File: src/rtl/w_stage_writeback.sv
// Write-back stage: selects the W-stage result, commits it to the 32x32 register file
// and serves two D-stage read ports with write-through bypass. Optional macro: WB_TRACE_EN.
module w_stage_writeback #(
    parameter logic [31:0] PC_LINK_OFS = 32'd8,
    parameter int          CNT_W       = 32
) (
    input  logic             clk,
    input  logic             reset,
    input  logic [31:0]      W_ALU_O,
    input  logic [31:0]      W_DM_O,
    input  logic [31:0]      W_PC,
    input  logic [31:0]      W_EXT_O,
    input  logic [31:0]      W_CMP_O,
    input  logic [31:0]      W_MUXMDSrc_O,
    input  logic [31:0]      W_CP0_O,
    input  logic [4:0]       W_A3,
    input  logic [2:0]       W_WDSel,
    input  logic [4:0]       D_A1,
    input  logic [4:0]       D_A2,
    output logic [31:0]      D_RD1,
    output logic [31:0]      D_RD2,
    output logic [31:0]      W_WD,
    output logic             W_WE,
    output logic [CNT_W-1:0] wb_cnt
);

    typedef enum logic [2:0] {
        SEL_ALU  = 3'd0,
        SEL_DM   = 3'd1,
        SEL_LINK = 3'd2,
        SEL_EXT  = 3'd3,
        SEL_CMP  = 3'd4,
        SEL_MD   = 3'd5,
        SEL_CP0  = 3'd6,
        SEL_RSVD = 3'd7
    } wdSel_e;

    logic [31:0]      gpr_q [32];
    logic [CNT_W-1:0] cnt_q;
    logic [CNT_W-1:0] cnt_d;

    always_comb begin
        W_WD = 32'h0;
        case (wdSel_e'(W_WDSel))
            SEL_ALU:  W_WD = W_ALU_O;
            SEL_DM:   W_WD = W_DM_O;
            SEL_LINK: W_WD = W_PC + PC_LINK_OFS;
            SEL_EXT:  W_WD = W_EXT_O;
            SEL_CMP:  W_WD = W_CMP_O;
            SEL_MD:   W_WD = W_MUXMDSrc_O;
            SEL_CP0:  W_WD = W_CP0_O;
            SEL_RSVD: W_WD = 32'h0;
            default:  W_WD = 32'h0;
        endcase
    end

    assign W_WE = (W_A3 != 5'd0);

    // Bypass lets a D-stage read see the value being committed on this same edge.
    always_comb begin
        D_RD1 = 32'h0;
        if (D_A1 != 5'd0) begin
            if (W_WE && (D_A1 == W_A3)) begin
                D_RD1 = W_WD;
            end else begin
                D_RD1 = gpr_q[D_A1];
            end
        end
    end

    always_comb begin
        D_RD2 = 32'h0;
        if (D_A2 != 5'd0) begin
            if (W_WE && (D_A2 == W_A3)) begin
                D_RD2 = W_WD;
            end else begin
                D_RD2 = gpr_q[D_A2];
            end
        end
    end

    always_comb begin
        cnt_d = cnt_q;
        if (W_WE) begin
            cnt_d = cnt_q + CNT_W'(1);
        end
    end

    always_ff @(posedge clk) begin
        if (reset) begin
            for (int i = 0; i < 32; i++) begin
                gpr_q[i] <= 32'h0;
            end
            cnt_q <= '0;
        end else begin
            if (W_WE) begin
                gpr_q[W_A3] <= W_WD;
            end
            cnt_q <= cnt_d;
        end
    end

    assign wb_cnt = cnt_q;

`ifdef WB_TRACE_EN
    always_ff @(posedge clk) begin
        if (!reset && W_WE) begin
            $display("%d@%h: $%d <= %h", $time, W_PC, W_A3, W_WD);
        end
    end
`else
`endif

endmodule

File: config.mk
export PLATFORM = sky130hd
export DESIGN_NAME = w_stage_writeback
export DESIGN_NICKNAME = d
export VERILOG_FILES = /design/src/rtl/w_stage_writeback.sv
export SDC_FILE = /design/constraint.sdc
export NUM_CORES = 2
export LEC_CHECK = 0
export ABC_AREA = 1
export CAP_MARGIN = 10
export CORE_AREA = 2 2 454 456
export CTS_CLUSTER_SIZE = 8
export DETAILED_ROUTE_END_ITERATION = 10
export DIE_AREA = 0 0 456 458
export GPL_ROUTABILITY_DRIVEN = 0
export PLACE_DENSITY = 0.43
export RECOVER_POWER = 25
export SLEW_MARGIN = 15
export SYNTH_ARGS = -nofsm -noshare
export SYNTH_HDL_FRONTEND = slang
export SYNTH_SLANG_ARGS = --single-unit
export TNS_END_PERCENT = 20
File: constraint.sdc
create_clock -name clk -period 7.29 [get_ports clk]
set_input_delay 0.729 -clock clk [delete_from_list [all_inputs] [get_ports clk]]
set_output_delay 0.729 -clock clk [all_outputs]
set_load 0.01 [all_outputs]
# After elaboration in Yosys (flattened, before gate mapping)
# Memories as Yosys holds them, arrays and structs flattened.
# Cells that the tools add are included.
classes:
  addsub: 2
  n_eq_ne: 9
  muxes: 13
  n_reduce_logical: 7
ops:
  columns: ["op", "n"]
  rows:
  - ["one-hot mux 32 bit (8 select lines)", 1]
  - ["two-way mux 32 bit", 5]
  - ["adder 32 x 1 -> 32 bit, second input constant", 1]
  - ["adder 32 x 4 -> 32 bit, second input constant", 1]
  - ["OR reduction 32 bit", 1]
  - ["nonzero test 5 bit", 3]
  - ["equality test 3 bit, second input constant", 4]
  - ["equality test 5 bit", 2]
  - ["equality test 3 x 2 -> 1 bit, second input constant", 2]
  - ["two-way mux 1 bit", 6]
  - ["two-way mux 5 bit", 1]
  - ["equality test 3 x 1 -> 1 bit, second input constant", 1]
  - ["logical NOT 3 bit", 1]
  - ["logical AND 1 bit", 2]
totals:
  ff_bits: 32
  mem_bits_rw: 1024
  inputBits: 244
  wordCells: 33
  n_memories: 1
memory_table:
  columns: ["name", "depth", "width", "rd", "rd_ports_with_merged_regs", "wr", "line", "rtl"]
  rows:
  - ["gpr_q", 32, 32, 2, 0, 32, "38", "logic [31:0] gpr_q [32];"]

# Depth between registers and ports, before layout
depth:
  ltp_word: 6
  ltp_mapped: 13
  mapped_depth_nobuf: 12

# Least setup slack after synthesis
# OpenSTA, ideal clock, no wires.
synth_path:
  kind: "input to register"
  start: "in reset"
  end: "mem gpr_q[17][0], enable pin"
  t_arrival_ns: 2.563
  slack_ns: 4.338
  cell_stages: 5
  path_cell_list: "buf_2 -> nor3_1 -> nand2_1 -> clkbuf_1 -> nand2_1"
synth_lines:
  columns: ["element", "line", "rtl"]
  rows:
  - ["start, declared", "8", "input logic reset,"]
  - ["end, declared", "38", null]

==> summary.md <==
| Metric | Value |
|---|---|
| Post-DP HPWL | `185000 um` |
| RSZ-0062 raised after global routing | `no` |
| Setup crit end kind | `flop` |
| Total of warnings raised by yosys | `0` |
| VDD IR max | `approximately 0.00018 V` |
| Via-to-Cell Ratio | `roughly 5.6` |
| Grt ovf | `0` |
| Vias | `between 60000 and 70000` |
| Share of layout cells above drive strength 1 | `approximately 5.8%` |
| Max Cap Viol | `13` |
| TritonCTS clock tree | `yes` |
| HP Class | `flop to flop` |
| CTS Buf Count | `151` |
| Die X | `~460 um` |
| EDFF count, synth | `roughly 1000` |
| Placed cells | `10600` |
| Crit path DAT | `~7100 ps` |
| Max frequency | `about 150 MHz` |
| CP Max Fanout | `32` |
| Setup TNS | `0 ps` |
| Initial core utilization | `around 30%` |
| Mapped Cells | `approximately 8000` |
| Critical path's top delay family | `buffers and inverters` |
| Nets | `about 8300` |
| Yosys reg bits | `about 1100` |
| CTS H-tree depth | `4` |
| Most frequent CP cell | `clkbuf_1` |
| Iteration-0 DRC Markers | `7474` |
| Ys async rst share | `0%` |
| Register area share after synthesis | `51.6%` |
| Worst Tran Pin Value | `between 3000 and 4000 ps` |
| Final hold slack | `roughly 500 ps` |
| Fin. Hold Viols | `0` |
| # setup viols final | `0` |
| GRT Overall Usage | `between 20% and 30%` |
| Syn_area_per_cell | `~7.6 sq um` |
| Sink Count | `1056` |
| Worst setup startpoint | `reset` |
| Most frequent cells in the layout | `2523 x nand2_1, 1990 x nand3_1, 1202 x nor2_1` |
| Status | `finished with violations` |
| Reg2reg start | `wb_cnt[7]$_SDFFE_PP0N_` |
| Die H | `between 400 and 500 um` |
| Hold buffers post-CTS | `0` |
| Slew Viols, Final | `between 300 and 400` |
| Fin crit share | `between 90 and 100%` |
| Failing checks | `capacitance limit, slew limit` |
| Drt pass-1 iters | `6` |
| Final ANT Viol Nets | `0` |
| Main synth FF type | `edfxtp_1` |
| Via count of the first global-routing pass | `approximately 57000` |
| Critical-path cell list | `clkbuf_1 > clkbuf_1 > clkinvlp_2 > nand2_1` |
| Skew final | `roughly 12 ps` |
| Crit-path slowest cell | `nand2_1` |
| Final instance area | `70900 sq um` |
| Resized cells post-CTS | `0` |
| Longest Clk Path Bufs | `3` |
| Startpoint Class | `primary input` |
| Commonest non-fill, non-tap cell in the layout | `nand2_1` |
| DRC | `0` |
| Final wirelength | `approximately 320000 um` |
| Root buf cell | `clkbuf_16` |
| Worst-Skew Late Latency | `800 ps` |
| Area of the core | `a little over 200000 sq um` |
| Largest net degree at the start of global routing | `162` |
| Std-Cell Rows | `approximately 170` |
| Synthesis-to-finish area growth | `16.6%` |
| Reg clk slew, reported paths | `approximately 50 ps` |
| Port buffer count | `372` |
| Pleak | `approximately 27 nW` |
| Number of post-CTS setup repair buffers | `0` |
| Routed wire length per instance | `slightly below 30 um` |
| Initial antenna violation count | `10` |
| Minimum clock period | `~6700 ps` |
| IO Pins | `approximately 370` |
| Final std cells w/o fill | `around 11000` |
| First-pass GRT wire length | `approximately 440000 um` |
| Min-delay src | `wb_cnt[15]$_SDFFE_PP0N_` |
| Slowest stage delay, CP | `between 2000 and 3000 ps` |
| Post-DP Area | `approximately 67000 sq um` |
| Synth Cell Area | `between 60000 and 70000 sq um` |
| WP data required | `around 7600 ps` |
| Unique masters post-synth | `40` |
| Pwr Density | `approximately 240 nW/um^2` |
| Type of the worst setup path | `primary input to flop` |
| CP Buf/Inv Count | `3` |
| Die ar. | `~210000 sq um` |
| Slew margin rel. | `-150%` |
| Total power | `roughly 17 mW` |
==> metrics by stage <==
step	utilization (%)	setup WS (ps)
final	34.8	542
after global routing	34.8	796
after CTS	34.8	1550
after detailed placement	32.8	1570
after global placement	32.8	1540
after floorplan	-	4340
==> cell families (layout without fill, tap and decap cells) <==
| group | after synthesis | after routing | share of synthesized area [%] |
|---|---|---|---|
| fa+ha+maj | 2 | 2 | 0.0412 |
| compound gates | 150 | 150 | 1.35 |
| simple gates | 5871 | 5871 | 40.8 |
| buf+inv | 870 | 937 | 6.02 |
| other cells | 1 | 35 | 0.00617 |
| xor+xnor | 12 | 12 | 0.173 |
| flops | 1056 | 1056 | 51.6 |
==> routing by layer <==
layer	up-vias	global-route usage [%]	share of wire [%]
met1	29300	37.1	39
met2	3517	48.4	47
met5	-	0	0.0041
li1	26500	-	-
met4	2	14.9	5.5
met3	766	5.40	9.0
==> sequential cells by signal, indices dropped and copies added, names as in the netlist <==
| register | cells |
|---|---|
| gpr_q | 1024 |
| wb_cnt | 32 |
==> worst paths after layout <==
kind                            slack (ps)                          end  depth (start not counted)
worst min register to register         500      wb_cnt[15]$_SDFFE_PP0N_                          1
worst min-delay path                   500      wb_cnt[15]$_SDFFE_PP0N_                          1
worst max-delay path                   540  gpr_q[10][31]$_SDFFCE_PN0P_                          4
worst max register to register        4950      wb_cnt[29]$_SDFFE_PP0N_                          7
==> synthesized netlist by cell type (all sizes together), types with 2 or more instances <==
master / count / share of area [%]
dfxtp: 32 / 1.1
nand2: 2579 / 16
o211ai: 7 / 0.086
nor2: 1207 / 7.5
clkbuf: 379 / 2.3
nand3b: 2 / 0.025
a31oi: 11 / 0.11
o21ai: 47 / 0.39
ha: 2 / 0.041
edfxtp: 1024 / 51
nand3: 1995 / 16
nand4: 22 / 0.23
nor3b: 2 / 0.025
nor3: 28 / 0.26
xnor2: 5 / 0.072
xor2: 7 / 0.10
buf: 299 / 2.5
inv: 192 / 1.2
or2: 31 / 0.32
a22oi: 3 / 0.037
and3: 3 / 0.031
a21oi: 70 / 0.58
o21a: 2 / 0.025
o21bai: 8 / 0.099
==> layout make-up <==
| type | count | area [sq um] |
|---|---|---|
| well taps | 2688 | 3360 |
| multi-input cells | 6067 | 26000 |
| diodes | 3 | 7.51 |
| repair buffers | 555 | 5220 |
| inverters | 192 | 771 |
| fillers | 21100 | 133000 |
| flip-flops and latches | 1056 | 31400 |
| clock inverters | 10 | 105 |
| clock buffers | 180 | 4020 |
==> where the power goes <==
group	internal [mW]	switching, mW
Clock	3.82	2.79
Sequential	7.02	0.170
Combinational	0.796	2.09
Total	11.6	5.04
==> worst register-to-register path, cell delays in order (launching register included) <==
cell	delay, ps
dfxtp_1	450
nand2_1	80
nor2_1	370
nand2_1	200
nor3_1	670
nand3_1	200
o21ai_0	200
a21oi_1	60
(Power assumes the default switching activity.)
